==> src/rtl/lsh_pkg.sv <==
// Shared types for the k-mer streaming hash path: base symbol, default window type,
// controller FSM states and the FNV-1a constants used by the window hasher.
package lsh_pkg;

    localparam int KMER_SIZE_DEFAULT = 16;

    localparam logic [31:0] FNV_OFFSET = 32'h811c9dc5;
    localparam logic [31:0] FNV_PRIME  = 32'h01000193;

    // A=00, C=01, G=10, T=11 so that bitwise inversion is the complement base
    typedef logic [1:0] base_t;

    typedef base_t [KMER_SIZE_DEFAULT-1:0] kmer_t;

    typedef enum logic [1:0] {
        ST_IDLE  = 2'd0,
        ST_FILL  = 2'd1,
        ST_RUN   = 2'd2,
        ST_DRAIN = 2'd3
    } state_t;

endpackage

==> src/rtl/kmer_stream_ctrl_hasher.sv <==
// Combinational window hasher: FNV-1a over the KMER_SIZE symbols (most significant symbol first),
// bucket index is the 32-bit hash XOR-folded down to LOG2_NUM_OF_BUCKETS bits.
module kmer_stream_ctrl_hasher
    import lsh_pkg::*;
#(
    parameter int KMER_SIZE           = KMER_SIZE_DEFAULT,
    parameter int LOG2_NUM_OF_BUCKETS = 8
) (
    input  logic [2*KMER_SIZE-1:0]         key,
    output logic [31:0]                    h1,
    output logic [LOG2_NUM_OF_BUCKETS-1:0] h2
);

    logic [31:0] acc;
    base_t       sym;

    always_comb begin
        acc = FNV_OFFSET;
        sym = '0;
        for (int i = KMER_SIZE - 1; i >= 0; i--) begin
            sym = 2'(key >> (2 * i));
            acc = (acc ^ {30'd0, sym}) * FNV_PRIME;
        end
        h1 = acc;
        h2 = '0;
        for (int c = 0; c < 32; c += LOG2_NUM_OF_BUCKETS) begin
            h2 = h2 ^ LOG2_NUM_OF_BUCKETS'(acc >> c);
        end
    end

endmodule

==> src/rtl/kmer_stream_ctrl.sv <==
// Streaming k-mer controller: shifts accepted bases into a KMER_SIZE window and emits one hash per window.
// Build option KMER_CTRL_CANON_EN adds a reverse-complement window and hashes the canonical (smaller) k-mer.
module kmer_stream_ctrl
    import lsh_pkg::*;
#(
    parameter int KMER_SIZE           = KMER_SIZE_DEFAULT,
    parameter int LOG2_NUM_OF_BUCKETS = 8,
    parameter int NUM_OF_BUCKETS      = 2 ** LOG2_NUM_OF_BUCKETS,
    parameter int SEQ_LEN_W           = 16
) (
    input  logic                           clk,
    input  logic                           rst_n,
    input  logic                           start,
    input  logic [SEQ_LEN_W-1:0]           seq_len,
    input  logic                           abort,
    input  logic                           base_valid,
    output logic                           base_ready,
    input  logic [1:0]                     base,
    output logic                           out_valid,
    input  logic                           out_ready,
    output logic [31:0]                    out_h1,
    output logic [LOG2_NUM_OF_BUCKETS-1:0] out_h2,
    output logic [SEQ_LEN_W-1:0]           out_idx,
    output logic                           busy,
    output logic                           done,
    output logic                           err_short
);

    localparam logic [SEQ_LEN_W-1:0] K_LEN   = SEQ_LEN_W'(KMER_SIZE);
    localparam logic [SEQ_LEN_W-1:0] K_LAST  = SEQ_LEN_W'(KMER_SIZE - 1);
    localparam logic [SEQ_LEN_W-1:0] SEQ_ONE = SEQ_LEN_W'(1);
    localparam logic [LOG2_NUM_OF_BUCKETS-1:0] BUCKET_MASK =
        LOG2_NUM_OF_BUCKETS'(NUM_OF_BUCKETS - 1);

    state_t                          state, state_nxt;
    base_t [KMER_SIZE-1:0]           kmer, kmer_nxt;
    logic  [2*KMER_SIZE-1:0]         kmer_flat, fwd_key, hash_key;
    logic  [SEQ_LEN_W-1:0]           len_q, cnt;
    logic  [31:0]                    hash_h1;
    logic  [LOG2_NUM_OF_BUCKETS-1:0] hash_h2;
    logic start_ok, abort_hit, accept, last_sym, win_load, out_hs, done_nxt, err_nxt;

    assign start_ok  = (state == ST_IDLE) && start && (seq_len >= K_LEN);
    assign abort_hit = abort && (state != ST_IDLE);
    assign out_hs    = out_valid && out_ready;
    assign last_sym  = (cnt == len_q - SEQ_ONE);
    assign busy      = (state != ST_IDLE);

    // Hash key is the window after the incoming symbol, oldest symbol in the top bits
    always_comb begin
        kmer_nxt  = {base, kmer[KMER_SIZE-1:1]};
        kmer_flat = kmer_nxt;
        fwd_key   = '0;
        for (int i = 0; i < KMER_SIZE; i++) begin
            fwd_key = {fwd_key[2*KMER_SIZE-3:0], 2'(kmer_flat >> (2 * i))};
        end
    end

`ifdef KMER_CTRL_CANON_EN
    base_t [KMER_SIZE-1:0]   rc, rc_nxt;
    logic  [2*KMER_SIZE-1:0] rc_flat, rc_key;

    // Reverse complement grows from index 0, so rc[0] is the complement of the newest base
    always_comb begin
        rc_nxt  = {rc[KMER_SIZE-2:0], ~base};
        rc_flat = rc_nxt;
        rc_key  = '0;
        for (int i = 0; i < KMER_SIZE; i++) begin
            rc_key = {rc_key[2*KMER_SIZE-3:0], 2'(rc_flat >> (2 * i))};
        end
        hash_key = (rc_key < fwd_key) ? rc_key : fwd_key;
    end

    always_ff @(posedge clk or negedge rst_n) begin
        if (!rst_n) begin
            rc <= '0;
        end else if (start_ok) begin
            rc <= '0;
        end else if (accept) begin
            rc <= rc_nxt;
        end
    end
`else
    assign hash_key = fwd_key;
`endif

    kmer_stream_ctrl_hasher #(
        .KMER_SIZE           (KMER_SIZE),
        .LOG2_NUM_OF_BUCKETS (LOG2_NUM_OF_BUCKETS)
    ) u_hasher (
        .key (hash_key),
        .h1  (hash_h1),
        .h2  (hash_h2)
    );

    always_comb begin
        state_nxt  = state;
        base_ready = 1'b0;
        done_nxt   = 1'b0;
        err_nxt    = 1'b0;
        case (state)
            ST_IDLE: begin
                if (start) begin
                    if (seq_len >= K_LEN) begin
                        state_nxt = ST_FILL;
                    end else begin
                        done_nxt = 1'b1;
                        err_nxt  = 1'b1;
                    end
                end
            end
            ST_FILL:  base_ready = 1'b1;
            ST_RUN:   base_ready = !out_valid || out_ready;
            ST_DRAIN: begin
                if (out_hs) begin
                    state_nxt = ST_IDLE;
                    done_nxt  = 1'b1;
                end
            end
            default:  state_nxt = ST_IDLE;
        endcase

        accept   = base_valid && base_ready && !abort_hit;
        win_load = accept && (cnt >= K_LAST);
        if (accept) begin
            if (last_sym) begin
                state_nxt = ST_DRAIN;
            end else if (state == ST_FILL && cnt == K_LAST) begin
                state_nxt = ST_RUN;
            end
        end

        // Abort wins over any handshake in the same cycle and never reports done
        if (abort_hit) begin
            state_nxt = ST_IDLE;
            done_nxt  = 1'b0;
        end
    end

    always_ff @(posedge clk or negedge rst_n) begin
        if (!rst_n) begin
            state     <= ST_IDLE;
            done      <= 1'b0;
            err_short <= 1'b0;
        end else begin
            state     <= state_nxt;
            done      <= done_nxt;
            err_short <= err_nxt;
        end
    end

    // out_idx is the window start: accepted count after this symbol minus KMER_SIZE
    always_ff @(posedge clk or negedge rst_n) begin
        if (!rst_n) begin
            kmer      <= '0;
            cnt       <= '0;
            len_q     <= '0;
            out_valid <= 1'b0;
            out_h1    <= '0;
            out_h2    <= '0;
            out_idx   <= '0;
        end else begin
            if (start_ok) begin
                len_q <= seq_len;
                cnt   <= '0;
                kmer  <= '0;
            end else if (accept) begin
                kmer <= kmer_nxt;
                cnt  <= cnt + SEQ_ONE;
            end

            if (abort_hit) begin
                out_valid <= 1'b0;
            end else if (win_load) begin
                out_valid <= 1'b1;
                out_h1    <= hash_h1;
                out_h2    <= hash_h2 & BUCKET_MASK;
                out_idx   <= cnt - K_LAST;
            end else if (out_hs) begin
                out_valid <= 1'b0;
            end
        end
    end

endmodule

==> config.mk <==
export PLATFORM = sky130hd
export DESIGN_NAME = kmer_stream_ctrl
export DESIGN_NICKNAME = d
export VERILOG_FILES = /design/src/rtl/lsh_pkg.sv /design/src/rtl/kmer_stream_ctrl_hasher.sv /design/src/rtl/kmer_stream_ctrl.sv
export SDC_FILE = /design/constraint.sdc
export NUM_CORES = 2
export LEC_CHECK = 0
export CAP_MARGIN = 20
export CELL_PAD_IN_SITES_DETAIL_PLACEMENT = 2
export CELL_PAD_IN_SITES_GLOBAL_PLACEMENT = 2
export CORE_ASPECT_RATIO = 1.75
export CORE_MARGIN = 4
export CORE_UTILIZATION = 44
export DETAILED_ROUTE_END_ITERATION = 10
export PLACE_DENSITY_LB_ADDON = 0.12
export SYNTH_ARGS = -nofsm -noshare
export SYNTH_HDL_FRONTEND = slang
export SYNTH_SLANG_ARGS = --single-unit
==> constraint.sdc <==
create_clock -name clk -period 54.6 [get_ports clk]
set_input_delay 10.92 -clock clk [delete_from_list [all_inputs] [get_ports clk]]
set_output_delay 10.92 -clock clk [all_outputs]
set_load 0.03 [all_outputs]
==> flow_summary.json <==
{
  "outcome": "completed",
  "synth_ff_type": "dfrtp_1",
  "cts.clk_slew.worst_paths_ns": 0.07,
  "critical_path_required_ns": 54.97,
  "routed_via_density": 5.44,
  "yosys-top-cells-count": "ha_1 (2658), inv_1 (2527), fa_1 (1039), xnor2_1 (474), a21oi_1 (324)",
  "hpwl_um": 256000,
  "crit_fanout": 8,
  "core_area_um2": 191000,
  "period_share": 0.967,
  "setup_viol": 0,
  "ys_top_cells_by_area": "ha_1 (39%), fa_1 (25%), inv_1 (11%)",
  "clock-sinks": 123,
  "clock_latency_ns": 0.53,
  "syn_area_per_cell_um2": 9.29,
  "die_h_um": 587,
  "fin_util": 0.482,
  "worstPathArrival_ns": 53.15,
  "grt_pass1_wl_um": 441000,
  "cts_buffer_depth": 3,
  "track_usage": 0.285,
  "fin_setup_tns_ns": 0,
  "drv_cap": 0,
  "whs_ns": 0.483,
  "r2r-end": "out_h2[7]$_DFFE_PN0P_",
  "max_slew.worst_pin.slew_ns": 1.09,
  "grt_pass1_vias": 79300,
  "worstRegToRegCells": 198,
  "relSlewSlack": 0.265,
  "antenna_cells": 0,
  "stdcell_count": 11900,
  "final_max_slew_viol_count": 0,
  "grt_max_degree": 83,
  "grt-ovfl-total": 0,
  "endpoint_kind": "register",
  "cts-root-buf": "clkbuf_16",
  "yosysMostFrequentCell": "ha_1",
  "drt_iter0_drc": 1474,
  "yosysUniqueCellTypes": 79,
  "cp_slowest_cell": "fa_2",
  "start_kind": "register",
  "reg2reg_slack_ns": 1.83,
  "path_class": "reg2reg",
  "yosysTopAreaCell": "ha_1",
  "drive_above_1_share": 0.0581,
  "ys_seq_area_frac": 0.0365,
  "synthArstFlopShare": 1.00,
  "post-place-cells": 11800,
  "synth_top_area_frac": 0.394,
  "start_util": 0.442,
  "wl_um": 285000,
  "syn_to_final_growth_pct": 8.99,
  "synth_edf_count": 0,
  "setup.worst_path.end": "out_h2[7]$_DFFE_PN0P_",
  "cts_tree": "built",
  "dr_total_vias": 64600,
  "rr_startpoint": "fwd_key[30]$_DFFE_PN0P_",
  "rows": 212,
  "antenna_found_initial": 0,
  "hold_viol": 0,
  "num_io_pins": 85,
  "clock_skew_ns": 0.0323,
  "gp_congestion": 0.880,
  "fmax_mhz": 18.9,
  "die_w_um": 339,
  "cts_buffers": 25,
  "die-area_um2": 199000,
  "dr.pass1.iters": 4,
  "post-route-min-period_ns": 52.77,
  "routedWlPerCell_um": 24.0,
  "ys_seq_elements": 123,
  "drc": 0,
  "layout.nets": 13100,
  "ant_nets": 0,
  "syn-instance-count": 9079,
  "startpoint": "fwd_key[30]$_DFFE_PN0P_",
  "cpMostUsedCell": "ha_1",
  "port_buffers": 84,
  "syn_area_um2": 84400,
  "critPathMaxStageDelay_ns": 0.63,
  "h-tree-depth": 4,
  "synth_warnings": 0,
  "hold_class": "reg2reg"
}
-- critical path, delay by kind of cell, from the launching register on --
kind,cells,cell delay (ns)
adder cells (fa/ha/maj),98,37.53
XOR/XNOR,26,6.07
buffers and inverters,47,2.96
AND/OR/NAND/NOR,14,2.94
AO/OA/AOI/OAI,12,2.37
flip-flops,1,0.40
multiplexers,1,0.21
-- sequential cells by signal, summed over array words and instances (netlist names) --
signal,count
out_h1,32
fwd_key,30
cnt,16
len_q,16
out_idx,16
out_h2,8
state,2
done,1
err_short,1
out_valid,1
-- cell families (layout without fill, tap and decap cells) --
group | after synthesis | in the layout | synth area share
buffers and inverters | 2576 | 2908 | 0.115
AND/OR/NAND/NOR | 974 | 974 | 0.0544
other | 2 | 4 | 0.0000890
AO/OA/AOI/OAI | 1030 | 1030 | 0.0777
XOR/XNOR | 658 | 658 | 0.0735
adder cells (fa/ha/maj) | 3697 | 3697 | 0.641
flip-flops | 123 | 123 | 0.0365
multiplexers | 19 | 19 | 0.00251
-- metrics by stage --
stage	area [µm²]	worst slack [ns]
2_1_floorplan	84400	4.92
5_1_grt	92000	-0.538
4_1_cts	90600	0.0196
3_3_place_gp	89600	0.202
6_report	92000	1.83
3_5_place_dp	89600	-0.772
-- layout make-up --
type,count,area (µm²)
Sequential cell,123,3080
Fill cell,20600,98800
Tap cell,2461,3080
Multi-Input combinational cell,6382,72800
Clock inverter,2,13.8
Timing Repair Buffer,350,2840
Inverter,2527,9490
Clock buffer,29,671
-- how the worst min path moves through the flow --
stage / from / to / cells past startpoint / slack, ns
2_1_floorplan: len_q[15]$_DFFE_PN0P_ / len_q[15]$_DFFE_PN0P_ / 1 / 0.50
3_3_place_gp: out_h1[0]$_DFFE_PN0P_ / out_h1[0]$_DFFE_PN0P_ / 2 / 0.46
3_5_place_dp: out_h1[10]$_DFFE_PN0P_ / out_h1[10]$_DFFE_PN0P_ / 2 / 0.47
4_1_cts: out_h1[16]$_DFFE_PN0P_ / out_h1[16]$_DFFE_PN0P_ / 2 / 0.49
5_1_grt: out_h1[15]$_DFFE_PN0P_ / out_h1[15]$_DFFE_PN0P_ / 2 / 0.52
6_report: out_h1[10]$_DFFE_PN0P_ / out_h1[10]$_DFFE_PN0P_ / 2 / 0.48
-- metal layers --
| layer | routed length [µm] | global-route usage | vias up |
|---|---|---|---|
| li1 | - | - | 29800 |
| met2 | 170000 | 0.615 | 875 |
| met1 | 89100 | 0.249 | 33200 |
| met5 | 0 | 0 | - |
| met3 | 4180 | 0.0182 | 713 |
| met4 | 21700 | 0.165 | 0 |
-- repair_timing --
action,in CTS,in global routing
resized for setup,34,160
hold buffers,0,0
setup endpoints to repair,2,4
pin swaps,2,39
buffers inserted,3,68
-- layout by cell type (no fill, tap or decap), types with 58 or more instances in the layout --
cell,netlist,final
ha_1,2658,2637
inv_1,2527,2526
fa_1,1039,1037
xnor2_1,474,422
nand2_1,311,309
a21oi_1,324,304
buf_4,1,265
nor2_1,247,243
o21ai_0,217,207
xor2_1,147,128
dfrtp_1,123,122
a21o_1,102,102
o21a_1,83,83
clkdlybuf4s50_1,0,83
nor3_1,72,68
nand3_1,59,58
Power is not shown: default switching activity piles up to over one toggle a cycle in this logic, so the estimate is an artifact.
